==> config.mk <==
export PLATFORM = sky130hd
export DESIGN_NAME = id_stage_pipelined
export DESIGN_NICKNAME = d
export VERILOG_FILES = /design/src/rtl/musa_id_pkg.sv /design/src/rtl/id_regfile.sv /design/src/rtl/id_stage_pipelined.sv
export SDC_FILE = /design/constraint.sdc
export NUM_CORES = 2
export LEC_CHECK = 0
export CAP_MARGIN = 20
export CORE_UTILIZATION = 50
export DETAILED_ROUTE_END_ITERATION = 10
export PLACE_DENSITY = 0.68
export SKIP_CTS_REPAIR_TIMING = 1
export SLEW_MARGIN = 20
export SYNTH_ARGS = -nofsm -noshare
export SYNTH_HDL_FRONTEND = slang
export SYNTH_SLANG_ARGS = --single-unit
export TNS_END_PERCENT = 30
==> constraint.sdc <==
create_clock -name clk -period 2.78 [get_ports clk]
set_input_delay 0.417 -clock clk [delete_from_list [all_inputs] [get_ports clk]]
set_output_delay 0.417 -clock clk [all_outputs]
set_load 0.03 [all_outputs]
==> src/rtl/musa_id_pkg.sv <==
// Shared decode definitions for the ID stage: opcodes, ALU op classes and the
// opcode -> control decode table.
package musa_id_pkg;

    localparam logic [5:0] OP_RTYPE = 6'h00;
    localparam logic [5:0] OP_J     = 6'h02;
    localparam logic [5:0] OP_JAL   = 6'h03;
    localparam logic [5:0] OP_BEQ   = 6'h04;
    localparam logic [5:0] OP_BNE   = 6'h05;
    localparam logic [5:0] OP_ADDI  = 6'h08;
    localparam logic [5:0] OP_ANDI  = 6'h0C;
    localparam logic [5:0] OP_ORI   = 6'h0D;
    localparam logic [5:0] OP_LUI   = 6'h0F;
    localparam logic [5:0] OP_LW    = 6'h23;
    localparam logic [5:0] OP_SW    = 6'h2B;

    localparam logic [4:0] LINK_REG = 5'd31;

    typedef enum logic [2:0] {
        ALU_ADD  = 3'd0,
        ALU_SUB  = 3'd1,
        ALU_AND  = 3'd2,
        ALU_OR   = 3'd3,
        ALU_LUI  = 3'd4,
        ALU_FUNC = 3'd5,
        ALU_LINK = 3'd6
    } alu_op_t;

    typedef enum logic [1:0] {
        EXT_SIGN = 2'd0,
        EXT_ZERO = 2'd1,
        EXT_LUI  = 2'd2
    } ext_mode_t;

    typedef struct packed {
        logic      reg_write;
        logic      mem_read;
        logic      mem_write;
        logic      branch;
        logic      jump;
        logic      illegal;
        logic      uses_rs;
        logic      uses_rt;
        ext_mode_t ext_mode;
        alu_op_t   alu_op;
    } ctrl_t;

    function automatic ctrl_t decode(input logic [5:0] opcode);
        ctrl_t c;
        c          = '0;
        c.ext_mode = EXT_SIGN;
        c.alu_op   = ALU_ADD;
        case (opcode)
            OP_RTYPE: begin c.reg_write = 1'b1; c.uses_rs = 1'b1; c.uses_rt = 1'b1; c.alu_op = ALU_FUNC; end
            OP_LW:    begin c.mem_read = 1'b1; c.reg_write = 1'b1; c.uses_rs = 1'b1; end
            OP_SW:    begin c.mem_write = 1'b1; c.uses_rs = 1'b1; c.uses_rt = 1'b1; end
            OP_BEQ,
            OP_BNE:   begin c.branch = 1'b1; c.uses_rs = 1'b1; c.uses_rt = 1'b1; c.alu_op = ALU_SUB; end
            OP_J:     c.jump = 1'b1;
            OP_JAL:   begin c.jump = 1'b1; c.reg_write = 1'b1; c.alu_op = ALU_LINK; end
            OP_ADDI:  begin c.reg_write = 1'b1; c.uses_rs = 1'b1; end
            OP_ANDI:  begin c.reg_write = 1'b1; c.uses_rs = 1'b1; c.ext_mode = EXT_ZERO; c.alu_op = ALU_AND; end
            OP_ORI:   begin c.reg_write = 1'b1; c.uses_rs = 1'b1; c.ext_mode = EXT_ZERO; c.alu_op = ALU_OR; end
            OP_LUI:   begin c.reg_write = 1'b1; c.ext_mode = EXT_LUI; c.alu_op = ALU_LUI; end
            default:  c.illegal = 1'b1;
        endcase
        return c;
    endfunction

endpackage

==> src/rtl/id_regfile.sv <==
// Register file with two bypassed read ports (write-back forwarded in the same
// cycle) and one unbypassed debug read port.
module id_regfile
    import musa_id_pkg::*;
#(
    parameter int NREGS    = 32,
    parameter int XLEN     = 32,
    parameter bit ZERO_REG = 1'b1
) (
    input  logic            clk,
    input  logic            rst,
    input  logic            wb_we,
    input  logic [4:0]      wb_addr,
    input  logic [XLEN-1:0] wb_data,
    input  logic [4:0]      rs_addr,
    output logic [XLEN-1:0] rs_data,
    input  logic [4:0]      rt_addr,
    output logic [XLEN-1:0] rt_data,
    input  logic [4:0]      dbg_addr,
    output logic [XLEN-1:0] dbg_data
);

    localparam int RA_W = $clog2(NREGS);

    logic [XLEN-1:0] regs [NREGS];
    logic            wr_ok;

    function automatic logic in_range(input logic [4:0] a);
        return int'(a) < NREGS;
    endfunction

    assign wr_ok = wb_we && in_range(wb_addr) && !(ZERO_REG && (wb_addr == 5'd0));

    always_ff @(posedge clk or negedge rst) begin
        if (!rst) begin
            for (int unsigned i = 0; i < NREGS; i++) regs[i] <= '0;
        end else if (wr_ok) begin
            regs[wb_addr[RA_W-1:0]] <= wb_data;
        end
    end

    function automatic logic [XLEN-1:0] raw_read(input logic [4:0] a);
        return in_range(a) ? regs[a[RA_W-1:0]] : '0;
    endfunction

    // Bypass only when the write would actually land, so ignored writes never leak.
    assign rs_data  = (wr_ok && wb_addr == rs_addr) ? wb_data : raw_read(rs_addr);
    assign rt_data  = (wr_ok && wb_addr == rt_addr) ? wb_data : raw_read(rt_addr);
    assign dbg_data = raw_read(dbg_addr);

endmodule

==> src/rtl/id_stage_pipelined.sv <==
// Instruction decode stage: operand read, decode, immediate extension, jump
// target, load-use interlock and the ID/EX pipeline register.
module id_stage_pipelined
    import musa_id_pkg::*;
#(
    parameter int XLEN     = 32,
    parameter int NREGS    = 32,
    parameter bit ZERO_REG = 1'b1
) (
    input  logic            clk,
    input  logic            rst,
    input  logic            if_valid,
    input  logic [31:0]     if_instr,
    input  logic [XLEN-1:0] if_pc,
    output logic            id_ready,
    input  logic            flush,
    input  logic            ex_ready,
    input  logic            wb_we,
    input  logic [4:0]      wb_addr,
    input  logic [XLEN-1:0] wb_data,
    output logic            ex_valid,
    output logic [XLEN-1:0] ex_pc,
    output logic [XLEN-1:0] ex_rs_data,
    output logic [XLEN-1:0] ex_rt_data,
    output logic [XLEN-1:0] ex_imm,
    output logic [XLEN-1:0] ex_jump_tgt,
    output logic [4:0]      ex_rd,
    output logic [5:0]      ex_func,
    output logic [2:0]      ex_alu_op,
    output logic            ex_reg_write,
    output logic            ex_mem_read,
    output logic            ex_mem_write,
    output logic            ex_branch,
    output logic            ex_jump,
    output logic            ex_illegal,
    input  logic [4:0]      dbg_addr,
    output logic [XLEN-1:0] dbg_data
);

    logic [5:0]      opcode;
    logic [4:0]      rs, rt, rd_sel;
    logic [15:0]     imm16;
    ctrl_t           dec;
    logic [XLEN-1:0] rs_val, rt_val, imm_val, jump_tgt;
    logic            advance, load_use;

    assign opcode = if_instr[31:26];
    assign rs     = if_instr[25:21];
    assign rt     = if_instr[20:16];
    assign imm16  = if_instr[15:0];
    assign dec    = decode(opcode);

    id_regfile #(
        .NREGS    (NREGS),
        .XLEN     (XLEN),
        .ZERO_REG (ZERO_REG)
    ) u_regfile (
        .clk      (clk),
        .rst      (rst),
        .wb_we    (wb_we),
        .wb_addr  (wb_addr),
        .wb_data  (wb_data),
        .rs_addr  (rs),
        .rs_data  (rs_val),
        .rt_addr  (rt),
        .rt_data  (rt_val),
        .dbg_addr (dbg_addr),
        .dbg_data (dbg_data)
    );

    always_comb begin
        imm_val = {{(XLEN-16){imm16[15]}}, imm16};
        case (dec.ext_mode)
            EXT_ZERO: imm_val = {{(XLEN-16){1'b0}}, imm16};
            EXT_LUI:  imm_val = XLEN'({imm16, 16'h0000});
            default:  ;
        endcase
    end

    assign jump_tgt = {if_pc[XLEN-1:28], if_instr[25:0], 2'b00};
    assign rd_sel   = (opcode == OP_JAL)   ? LINK_REG :
                      (opcode == OP_RTYPE) ? if_instr[15:11] : rt;

    assign advance  = ex_ready || !ex_valid;
    assign load_use = ex_valid && ex_mem_read && (ex_rd != 5'd0) && if_valid &&
                      ((dec.uses_rs && rs == ex_rd) || (dec.uses_rt && rt == ex_rd));
    assign id_ready = flush || (advance && !load_use);

    always_ff @(posedge clk or negedge rst) begin
        if (!rst) begin
            ex_valid     <= 1'b0;
            ex_pc        <= '0;
            ex_rs_data   <= '0;
            ex_rt_data   <= '0;
            ex_imm       <= '0;
            ex_jump_tgt  <= '0;
            ex_rd        <= '0;
            ex_func      <= '0;
            ex_alu_op    <= '0;
            ex_reg_write <= 1'b0;
            ex_mem_read  <= 1'b0;
            ex_mem_write <= 1'b0;
            ex_branch    <= 1'b0;
            ex_jump      <= 1'b0;
            ex_illegal   <= 1'b0;
        end else if (flush || (advance && load_use)) begin
            ex_valid     <= 1'b0;
            ex_alu_op    <= '0;
            ex_reg_write <= 1'b0;
            ex_mem_read  <= 1'b0;
            ex_mem_write <= 1'b0;
            ex_branch    <= 1'b0;
            ex_jump      <= 1'b0;
            ex_illegal   <= 1'b0;
        end else if (advance) begin
            // Controls are gated by if_valid so an empty slot never carries side effects.
            ex_valid     <= if_valid;
            ex_pc        <= if_pc;
            ex_rs_data   <= rs_val;
            ex_rt_data   <= rt_val;
            ex_imm       <= imm_val;
            ex_jump_tgt  <= jump_tgt;
            ex_rd        <= rd_sel;
            ex_func      <= if_instr[5:0];
            ex_alu_op    <= if_valid ? dec.alu_op : ALU_ADD;
            ex_reg_write <= if_valid && dec.reg_write;
            ex_mem_read  <= if_valid && dec.mem_read;
            ex_mem_write <= if_valid && dec.mem_write;
            ex_branch    <= if_valid && dec.branch;
            ex_jump      <= if_valid && dec.jump;
            ex_illegal   <= if_valid && dec.illegal;
        end
    end

endmodule
# After elaboration in Yosys (flattened, before gate mapping)
# Cells that the tools add are included.
# totals
regBits,1203
in_bits,112
output_inout_bits,214
elab_cells,154
# classes
magnitude_cmp,5
n_eq_ne,16
muxes,44
n_bitwise,5
n_reduce_logical,37
# op_table
op,n
1024-bit bitwise mux,1
32-bit binary-select mux with 5-bit select,3
32-bit 2-to-1 mux,9
32-bit demux with 5-bit select,1
32-bit one-hot mux with 2 select lines,1
6-bit by 4-bit == test with 1-bit output (second input constant),4
6-bit greater-or-equal comparator (second input constant),4
5-bit NOT with 6-bit output,4
1-bit 2-to-1 mux,22
5-bit == test,4
1-bit logical AND,18
3-bit one-hot mux with 6 select lines,1
6-bit by 2-bit == test with 1-bit output (second input constant),2
6-bit by 3-bit == test with 1-bit output (second input constant),2
6-bit == test (second input constant),2
11-bit OR reduction,1
5-bit 2-to-1 mux,2
3-bit 2-to-1 mux,3
8-bit OR reduction,1
7-bit OR reduction,1
6-bit logical NOT,1
6-bit by 1-bit less-than comparator with 1-bit output (second input constant),1
2-bit OR reduction,3
5-bit logical NOT,1
10 further kinds,15

# Longest topological paths before layout
# depth
depth_word,10
depth_mapped,10

# Modules after synthesis
# From an unflattened synthesis, not the netlist that was laid out.
# hier_totals
hier_cells,5350
area_unflattened_um2,74084.8
# by_module_without_submodules
mod,n_inst,cells_per_inst,area_per_inst_um2,seq_area_each_um2
id_regfile,1,3921,61313.8,25624.6
id_stage_pipelined,1,1429,12771.0,4229.1

# Worst setup path after synthesis
# No wires, ideal clock.
# synth_timing
kind,input to output
from,in dbg_addr[0]
to,out dbg_data[1]
arrival_time_ps,2272
required_time_ps,2363
setup_slack_ps,91
path_stages,6
n_path_buf,3
cell_sequence,buf_2 -> buf_6 -> buf_2 -> mux4_2 -> mux4_2 -> mux2_2
# synth_via
elab_chain_cells,4
# synth_rtl
item,line,text
"start, declared",id_stage_pipelined.sv:36,"input logic [4:0] dbg_addr,"
5-bit NOT with 6-bit output (not written as such),id_regfile.sv:43,return in_range(a) ? regs[a[RA_W-1:0]] : '0;
32-bit binary-select mux with 5-bit select,id_regfile.sv:43,
32-bit 2-to-1 mux (not written as such) (2 in a row),id_regfile.sv:43,
"end, declared",id_stage_pipelined.sv:37,output logic [XLEN-1:0] dbg_data
# No other way between the ends. The select of a mux whose other input is x is not followed.

# Worst setup path after layout
# layout_timing
from,reg u_regfile.regs[388] in the netlist's numbering
to,out dbg_data[4]
# layout_via
elab_chain_cells,3
# layout_rtl
item,line,text
"start, declared",id_regfile.sv:25,logic [XLEN-1:0] regs [NREGS];
"start signal, assigned by index",id_regfile.sv:38,regs[wb_addr[RA_W-1:0]] <= wb_data;
32-bit binary-select mux with 5-bit select,id_regfile.sv:43,
32-bit 2-to-1 mux (not written as such) (2 in a row),id_regfile.sv:43,
# No other way between the ends. The select of a mux whose other input is x is not followed.

==> metrics <==
Gate power share 0.254; IO Pins 326; R2R setup slack 0.55 ns; root buffer cell clkbuf_16; Area growth syn-to-layout 19.4%; initial antenna violation count 8; Vias per Instance 7.10; global route overflow 0; CTS buffer count 135; Hold Path End ex_jump_tgt[20]; most common library cell in the layout ignoring fill and taps dfrtp_1; top-area cell type share of the netlist area 0.426; layout cells sized above 1 0.361; half-perimeter wire length after placement 164000 µm; Cell Chain, Critical Path mux4_2 -> mux4_2 -> mux2_4 -> buf_6; Fillers 10400; xor/xnor cell area share of the yosys netlist 0.00263; Final WS setup -0.397 ns; switch share 0.299; H-tree depth 4; RSZ-0062 raised after global routing true; Synth area leader dfrtp_1; top flip-flop cell by instance count after synthesis dfrtp_1; met3 usage 0.102; crit path kind flip-flop to output pin; most frequent CP cell mux4_2; commonest non-fill, non-tap cells in the layout dfrtp_1, mux2_1, mux4_2; Clk network pwr share 0.326; status complete, but fails checks; largest fanout on the critical path 4; number of global-route vias before repair 50000; drt total wl 250000 µm; FF-to-FF End ex_rs_data[30]; hold path startpoint if_instr[18]; Synth Area per Inst 14.8 µm²; GR Util met2 0.529; WHS Path Cells 2; Hold WS 0.103 ns; Nets 5185; Clock Sink Count 1193; clock buffer depth 3; number of synthesized flops with an enable pin 0; first-pass iteration count of the detailed router 5; Max-cap violations 0; synthesized flop and latch total 1193; Synth area leaders dfrtp_1, mux4_2, mux2_1, mux2_2, mux2i_1; wire per inst 35.6 µm; largest net degree at the start of global routing 94; largest family of logic cells by synthesized area multiplexers; FMAX 315 MHz; final hold viol count 0; met1 GRT Util 0.487; Clock Skew 0.0243 ns; Antenna Nets Post-Route 0; CTS clk-pin slew, worst paths 0.06 ns; final period utilization 1.14; fin crit period 3.18 ns; Initial Utilization 0.507; clock tree from TritonCTS yes; Worst Max-Slew Pin Slew 1.05 ns; failing checks negative setup slack; IR drop worst, VDD 570 µV; DRC viols 0; R2R Path Start u_regfile.regs[62]; Post-Synth Simple-Gate Area 0.0258; Die X 376 µm; compound-gate portion of the synthesized area 0.0344; Worst setup EP type output pin; first-pass GRT wire length 365000 µm; Ys Warns 0; sequential-to-total area share from yosys stat 0.426; final setup vio count 32; Slew Limit Headroom 0.301; adder-cell share of the synthesized area 0.000357; Port Buffers 323; Final Util 0.605; P_sw 17000 µW; Power Internal 39800 µW; Req. time, crit path 2.36 ns; cell area after synthesis 0.0700 mm²; number of DRC markers in iteration 0 6557; Total GRT Usage 0.357; Pwr Density 679 mW/mm²; slowest cell on the critical path mux4_2; Synth cell types 61; Data arrival, critical path 2.76 ns; core area 0.138 mm²; via count 49900; multiplexer share of the synthesized area 0.472; Hold Path Class input port to flip-flop; RD Place Congestion 0.906; Clk Latency, worst-skew pair 0.80 ns; Leak 0.0359 µW; Buf+Inv Stages, Crit Path 1; CP startpoint kind flip-flop; Worst R2R Path Depth 6; Crit path largest cell delay 0.51 ns; ys async rst share 1.00; row cnt 136; Slew Limit Fails 0; Seq pwr share 0.420; Total Die Area 0.142 mm²; Syn Inst Count 4719; delay-heaviest family, CP multiplexers; GR peak layer met2; Die Y 376 µm
==> synth_stat cells, types with 8 or more instances <==
cell type / number
o22ai_1: 61
inv_1: 36
o211ai_1: 17
or3_1: 9
nor2b_1: 15
nor2_1: 46
nor3_1: 13
mux4_2: 789
clkbuf_1: 274
a31oi_1: 137
nand4_1: 19
nor4_1: 17
buf_1: 89
mux2_2: 290
nand3b_1: 8
a22oi_1: 45
xnor2_1: 9
nand2_1: 164
dfrtp_1: 1193
mux2i_1: 185
a221oi_1: 11
nand3_1: 31
a21oi_1: 50
nor3b_1: 20
xor2_1: 12
buf_6: 12
mux2_1: 890
mux2_4: 10
o2111ai_1: 20
buf_2: 148
buf_4: 44
==> worst max-delay path by stage <==
| stage | startpoint | end | slack [ns] | cells after the start |
|---|---|---|---|---|
| floorplan | dbg_addr[0] | dbg_data[1] | 0.09 | 6 |
| global placement | if_instr[27] | ex_imm[17] | -0.43 | 8 |
| detailed placement | if_instr[27] | ex_imm[19] | -0.46 | 8 |
| CTS | u_regfile.regs[388] | dbg_data[4] | -0.50 | 4 |
| global route | u_regfile.regs[100] | dbg_data[4] | -0.42 | 4 |
| finish | u_regfile.regs[388] | dbg_data[4] | -0.40 | 4 |
==> layout make-up <==
type / count / area [µm²] / area share
multi-input combinational: 2923 / 37900 / 0.453
sequential: 1193 / 29900 / 0.357
timing repair buffer: 782 / 8950 / 0.107
clock buffer: 190 / 3990 / 0.0476
tap: 1863 / 2330 / 0.0279
clock inverter: 40 / 519 / 0.00621
inverter: 36 / 135 / 0.00162
antenna: 2 / 5.00 / 0.0000598
==> flip-flops by register name, indices dropped and copies added (netlist names), 3 cells and up <==
signal / cells
u_regfile.regs: 1024
ex_imm: 32
ex_pc: 32
ex_rs_data: 32
ex_rt_data: 32
ex_jump_tgt: 21
ex_func: 5
ex_rd: 5
ex_alu_op: 3
==> per-layer routing <==
metal / up-vias / wire, µm
li1: 19300 / -
met1: 26500 / 94700
met2: 3508 / 112000
met3: 649 / 30500
met4: 10 / 12800
met5: - / 91
==> through the flow <==
step | setup TNS [ns] | std cells | total power, µW | worst slack, ns | instance area [µm²]
after floorplan | 0 | 4720 | 32500 | 0.0906 | 70100
after global routing | -10.64 | 7027 | 58800 | -0.420 | 83600
after global placement | -19.93 | 6775 | 37500 | -0.428 | 78700
after CTS | -12.01 | 7005 | 56500 | -0.502 | 83200
after detailed placement | -20.52 | 6775 | 38000 | -0.457 | 78700
final | -9.54 | 7029 | 56800 | -0.397 | 83600
==> cell families after synthesis <==
group                      Yosys count
muxes                             2164
buffers and inverters              604
adders and majority gates            2
AOI/OAI and AO/OA                  364
DFF                               1193
other                                1
and+or+nand+nor                    370
xor gates and xnor gates            21
==> power by group through the flow <==
stage	Combinational (µW)	Sequential [µW]	Clock, µW
5_1_grt	15200	24200	19400
3_5_place_dp	14000	24000	0
2_1_floorplan	9200	23300	0
6_report	14400	23900	18500
4_1_cts	14100	23700	18700
3_3_place_gp	13700	23800	0
Power figures use the tool's default switching activity.
